<file path="src/rtl/game_round_ctrl.sv">
// game_round_ctrl: sequences a guess-the-number game of ROUNDS rounds.
// Each round requests a target, gives the player TIME_LIMIT ticks to
// press start with a guess on sw, scores a hit on an exact match, then
// beeps (hits only) for BEEP_TICKS ticks before the next round.
// Every output is driven straight from a flop.
module game_round_ctrl #(
   parameter int ROUNDS     = 3,
   parameter int TIME_LIMIT = 9,
   parameter int BEEP_TICKS = 1
) (
   input  logic       clk,
   input  logic       rst,
   input  logic       tick,
   input  logic       start,
   input  logic [6:0] sw,
   input  logic [6:0] target,
   output logic       target_req,
   output logic [2:0] state,
   output logic [3:0] round,
   output logic [3:0] score,
   output logic [3:0] time_left,
   output logic       hit,
   output logic       beep_en,
   output logic       game_over
);

   localparam logic [2:0] S_IDLE   = 3'd0;
   localparam logic [2:0] S_LOAD   = 3'd1;
   localparam logic [2:0] S_PLAY   = 3'd2;
   localparam logic [2:0] S_CHECK  = 3'd3;
   localparam logic [2:0] S_RESULT = 3'd4;
   localparam logic [2:0] S_OVER   = 3'd5;

   localparam logic [3:0] TIME_INIT = 4'(TIME_LIMIT);
   localparam logic [3:0] ROUNDS_L  = 4'(ROUNDS);
   localparam logic [3:0] BEEP_L    = 4'(BEEP_TICKS);

   logic [2:0] state_q, state_d;
   logic [3:0] round_q, round_d;
   logic [3:0] score_q, score_d;
   logic [3:0] time_q, time_d;
   logic [3:0] cnt_q, cnt_d;
   logic [6:0] guess_q, guess_d;
   logic       start_d_q, start_d_d;
   logic       armed_q, armed_d;
   logic       target_req_q, target_req_d;
   logic       hit_q, hit_d;
   logic       beep_q, beep_d;
   logic       over_q, over_d;
   logic       start_rise;

   // armed_q only sets once start has been seen low after reset, so a
   // button already held through reset release never counts as an edge.
   assign start_rise = start & ~start_d_q & armed_q;

   // Next-state and datapath decisions for the round sequencer.
   always_comb begin
      state_d      = state_q;
      round_d      = round_q;
      score_d      = score_q;
      time_d       = time_q;
      cnt_d        = cnt_q;
      guess_d      = guess_q;
      start_d_d    = start;
      armed_d      = armed_q | ~start;
      hit_d        = 1'b0;
      beep_d       = 1'b0;
      target_req_d = 1'b0;
      over_d       = 1'b0;

      case (state_q)
         S_IDLE: begin
            if (start_rise) begin
               state_d = S_LOAD;
               round_d = 4'd0;
               score_d = 4'd0;
            end
         end
         S_LOAD: begin
            time_d  = TIME_INIT;
            state_d = S_PLAY;
         end
         S_PLAY: begin
            // A press beats a simultaneous tick: the clock freezes.
            if (start_rise) begin
               guess_d = sw;
               state_d = S_CHECK;
            end else if (tick) begin
               if (time_q > 4'd1) begin
                  time_d = time_q - 4'd1;
               end else begin
                  time_d  = 4'd0;
                  cnt_d   = 4'd0;
                  state_d = S_RESULT;
               end
            end
         end
         S_CHECK: begin
            cnt_d   = 4'd0;
            state_d = S_RESULT;
            if (guess_q == target) begin
               hit_d   = 1'b1;
               beep_d  = 1'b1;
               score_d = score_q + 4'd1;
            end
         end
         S_RESULT: begin
            // beep_q was decided on entry and holds for the whole dwell.
            beep_d = beep_q;
            if (tick) begin
               if (cnt_q + 4'd1 == BEEP_L) begin
                  cnt_d  = 4'd0;
                  beep_d = 1'b0;
                  if (round_q + 4'd1 == ROUNDS_L) begin
                     state_d = S_OVER;
                  end else begin
                     round_d = round_q + 4'd1;
                     state_d = S_LOAD;
                  end
               end else begin
                  cnt_d = cnt_q + 4'd1;
               end
            end
         end
         S_OVER: begin
            if (start_rise) begin
               state_d = S_LOAD;
               round_d = 4'd0;
               score_d = 4'd0;
            end
         end
         default: state_d = S_IDLE;
      endcase

      // Registered versions of state-decoded outputs line up with the state.
      target_req_d = (state_d == S_LOAD);
      over_d       = (state_d == S_OVER);
   end

   // State and output registers with asynchronous active-low reset.
   always_ff @(posedge clk or negedge rst) begin
      if (!rst) begin
         state_q      <= S_IDLE;
         round_q      <= 4'd0;
         score_q      <= 4'd0;
         time_q       <= 4'd0;
         cnt_q        <= 4'd0;
         guess_q      <= 7'd0;
         start_d_q    <= 1'b0;
         armed_q      <= 1'b0;
         target_req_q <= 1'b0;
         hit_q        <= 1'b0;
         beep_q       <= 1'b0;
         over_q       <= 1'b0;
      end else begin
         state_q      <= state_d;
         round_q      <= round_d;
         score_q      <= score_d;
         time_q       <= time_d;
         cnt_q        <= cnt_d;
         guess_q      <= guess_d;
         start_d_q    <= start_d_d;
         armed_q      <= armed_d;
         target_req_q <= target_req_d;
         hit_q        <= hit_d;
         beep_q       <= beep_d;
         over_q       <= over_d;
      end
   end

   assign state      = state_q;
   assign round      = round_q;
   assign score      = score_q;
   assign time_left  = time_q;
   assign target_req = target_req_q;
   assign hit        = hit_q;
   assign beep_en    = beep_q;
   assign game_over  = over_q;

endmodule

</file>
<file path="config.mk">
export PLATFORM = sky130hd
export DESIGN_NAME = game_round_ctrl
export DESIGN_NICKNAME = d
export VERILOG_FILES = /design/src/rtl/game_round_ctrl.sv
export SDC_FILE = /design/constraint.sdc
export NUM_CORES = 1
export LEC_CHECK = 0
export BUFFER_PORTS_ARGS = -buffer_cell sky130_fd_sc_hd__buf_2
export CORE_AREA = 2 2 59 61
export DETAILED_ROUTE_END_ITERATION = 6
export DIE_AREA = 0 0 61 63
export GPL_TIMING_DRIVEN = 0
export PLACE_DENSITY = 0.81
export SLEW_MARGIN = 20
export SYNTH_ARGS = -nofsm -noshare
export SYNTH_HDL_FRONTEND = slang
export SYNTH_SLANG_ARGS = --single-unit
</file>
<file path="constraint.sdc">
create_clock -name clk -period 3.69 [get_ports clk]
set_input_delay 0.1845 -clock clk [delete_from_list [all_inputs] [get_ports clk]]
set_output_delay 0.1845 -clock clk [all_outputs]
set_load 0.005 [all_outputs]
</file>
==> impl_metrics.tcl <==
set metrics [dict create \
    status "finished, final reports clean" \
    dieArea_um2 3843 \
    antenna_cells 0 \
    ys_ff_latch 32 \
    whs_endpoint "guess_q[6]" \
    cts_tree "done" \
    via_per_inst 5.398 \
    fp.dieW_um 61 \
    reg2reg_to "round[3]" \
    area_growth_pct 18.94 \
    dp.final_hpwl_um 2424 \
    met1Wirelength_um 1567 \
    cts_resized 0 \
    reg2reg_slack_ns 1.55 \
    yosysTopAreaCell "dfrtp_1" \
    synth_edf_count 0 \
    grt_pass1_wl_um 5975 \
    startpoint_type "flop" \
    ff2ff_path_depth 7 \
    final_common_cell "buf_2" \
    worst_pin_slew_ns 0.6915 \
    hold_ws_ns 0.07034 \
    drtIter0Drc 51 \
    gp_congestion 0.8868 \
    start_util_pct 54.59 \
    min_period_ns 2.144 \
    drive_gt1_share_pct 31.63 \
    path_clk_slew_ns 0.11 \
    wl_met3_um 122 \
    min_period_over_period_pct 58.09 \
    async_reset_ff_share_pct 100.0 \
    grt_pass1_vias 1314 \
    maxCapViolCount 0 \
    synth_seq_area_share_pct 45.39 \
    setup_ws_ns 1.546 \
    r2r_start "cnt_q[0]" \
    ir_worst_vdd_mv 0.3760 \
    core_um2 3232 \
    rsz0062_at_grt "no" \
    synthFlopType "dfrtp_1" \
    place_ws_ns 1.548 \
    firstDrtPassIters 4 \
    critPathKind "reg2reg" \
    clock-sinks 32 \
    via_count 1409 \
    place.port_buffers 36 \
    grt_max_degree 33 \
    maxSlewViolCount 0 \
    post_dp_cell_area_um2 2002 \
    critical_path.cell_chain "ha_1 > nor3_1 > a41o_1 > nand3_2 > a211oi_2 > nand2_2 > a221o_1" \
    setup-tns-final_ns 0 \
    finClkSkew_ns 0.01406 \
    io_pins 37 \
    synth_area_um2 1764 \
    die_h_um 63 \
    yosysTopAreaCellShare_pct 45.39 \
    placementRows 21 \
    syn_inst 169 \
    worstPathMaxFanout 6 \
    synthTopCellsByArea "dfrtp_1 (45%), mux2_2 (6.4%), ha_1 (5.0%), nor2_1 (3.0%), nand3_1 (2.6%)" \
    cp_slowest_cell "dfrtp_1" \
    grt.overflow.total 0 \
    power_density_nw_per_um2 685.0 \
    top_layer "met4" \
    fin_area_um2 2098 \
    required_ns 3.93 \
    p_leak_nw 1.013 \
    fin_nets 239 \
    hold_path.class "in2reg" \
    hold_depth 2 \
    cp_slowest_stage_delay_ns 0.45 \
    finalHoldViolCount 0 \
    grt_use_total_pct 20.61 \
    synth_cell_type_count 48 \
    h-tree-depth 2 \
    cp_data_arrival_time_ns 2.39 \
    cts_buffer_depth 2 \
    slew_headroom_pct 53.90 \
    final_cell_mix "buf_2 (37), dfrtp_1 (32), nor2_1 (14)" \
    ant_nets 0 \
    finalSetupViolCount 0 \
    route.met2.wl_um 1630 \
    cts-root-buf "clkbuf_4" \
    endpoint_kind "flop" \
    ys_warn_count 0 \
    wire_per_inst_um 12.89 \
    fmax_ghz 0.4665 \
    numCtsBuffers 5 \
    antenna_found_initial 0 \
    syn_nets 194 \
    syn_area_per_cell_um2 10.44 \
    route.detailed.drc 0 \
    routed_wl_um 3364 \
    clk_latency_ns 0.34 \
    timing.hold.worst.start "sw[6]" \
]
-- cell usage after synthesis (3+ instances only) --
cell and number:
inv_1 9, nor2_1 14, o21ai_0 8, nand2_1 11, xnor2_1 5, nand3_1 9
a21oi_1 5, mux2_2 10, ha_1 7, nor3_1 6, nor2b_1 3, dfrtp_1 32
xor2_1 4
-- critical path, delay by kind of cell (launching register included) --
| kind | cells | cell delay, ns |
|---|---|---|
| fa+ha+maj | 1 | 0.27 |
| compound gates | 3 | 0.85 |
| simple gates | 3 | 0.49 |
| flops | 1 | 0.45 |
-- cell families (layout without fill, tap and decap cells) --
group           count (synthesis)  in the layout  synth area share [%]
mux                            12             12                 7.518
xor+xnor                        9              9                 4.468
simple gates                   65             65                 21.56
buf+inv                        13             59                 3.262
compound gates                 31             31                 12.84
fa+ha+maj                       7              7                 4.964
flops                          32             32                 45.39
-- through the flow --
step | util [%] | instances | total power, mW
finish | 64.92 | 261 | 1.437
global route | 64.92 | 261 | 1.557
CTS | 64.92 | 261 | 1.444
detailed placement | 61.94 | 251 | 1.179
global placement | 61.94 | 251 | 1.162
floorplan | - | 169 | 1.008
-- cell type report --
class	instances	area [um^2]
Fill cell	276	1134
Inverter	9	33.78
Clock inverter	2	35.03
Sequential cell	32	800.8
Buffer	4	23.77
Clock buffer	6	41.29
Timing Repair Buffer	38	200.2
Multi-Input combinational cell	124	905.9
Tap cell	46	57.56
-- flip-flops by register name, indices dropped and copies added (netlist names) --
signal	cells
hit	1
start_d_q	1
round	4
state	3
guess_q	7
cnt_q	4
armed_q	1
beep_en	1
time_left	4
target_req	1
game_over	1
score	4
-- worst max-delay path by stage --
stage	start	end	cells past startpoint
floorplan	cnt_q[0]	round[3]	7
global placement	cnt_q[0]	round[3]	7
detailed placement	cnt_q[0]	round[3]	7
CTS	cnt_q[0]	round[3]	7
global route	cnt_q[0]	round[3]	7
finish	cnt_q[0]	round[3]	7
-- report_power, final --
group,internal [mW],switching [mW]
combinational,0.284,0.319
clock,0.142,0.122
sequential,0.456,0.115
-- layer usage --
metal,up-vias,GRT usage [%]
li1,695,-
met2,18,31.85
met5,-,0
met4,0,5.707
met3,5,6.211
met1,691,27.82
-- what timing repair did --
action	4_1_cts	5_1_grt
buffers inserted	0	0
hold endpoints to repair	33	0
hold buffers	2	0
setup endpoints to repair	0	0
Power figures use the tool's default switching activity.
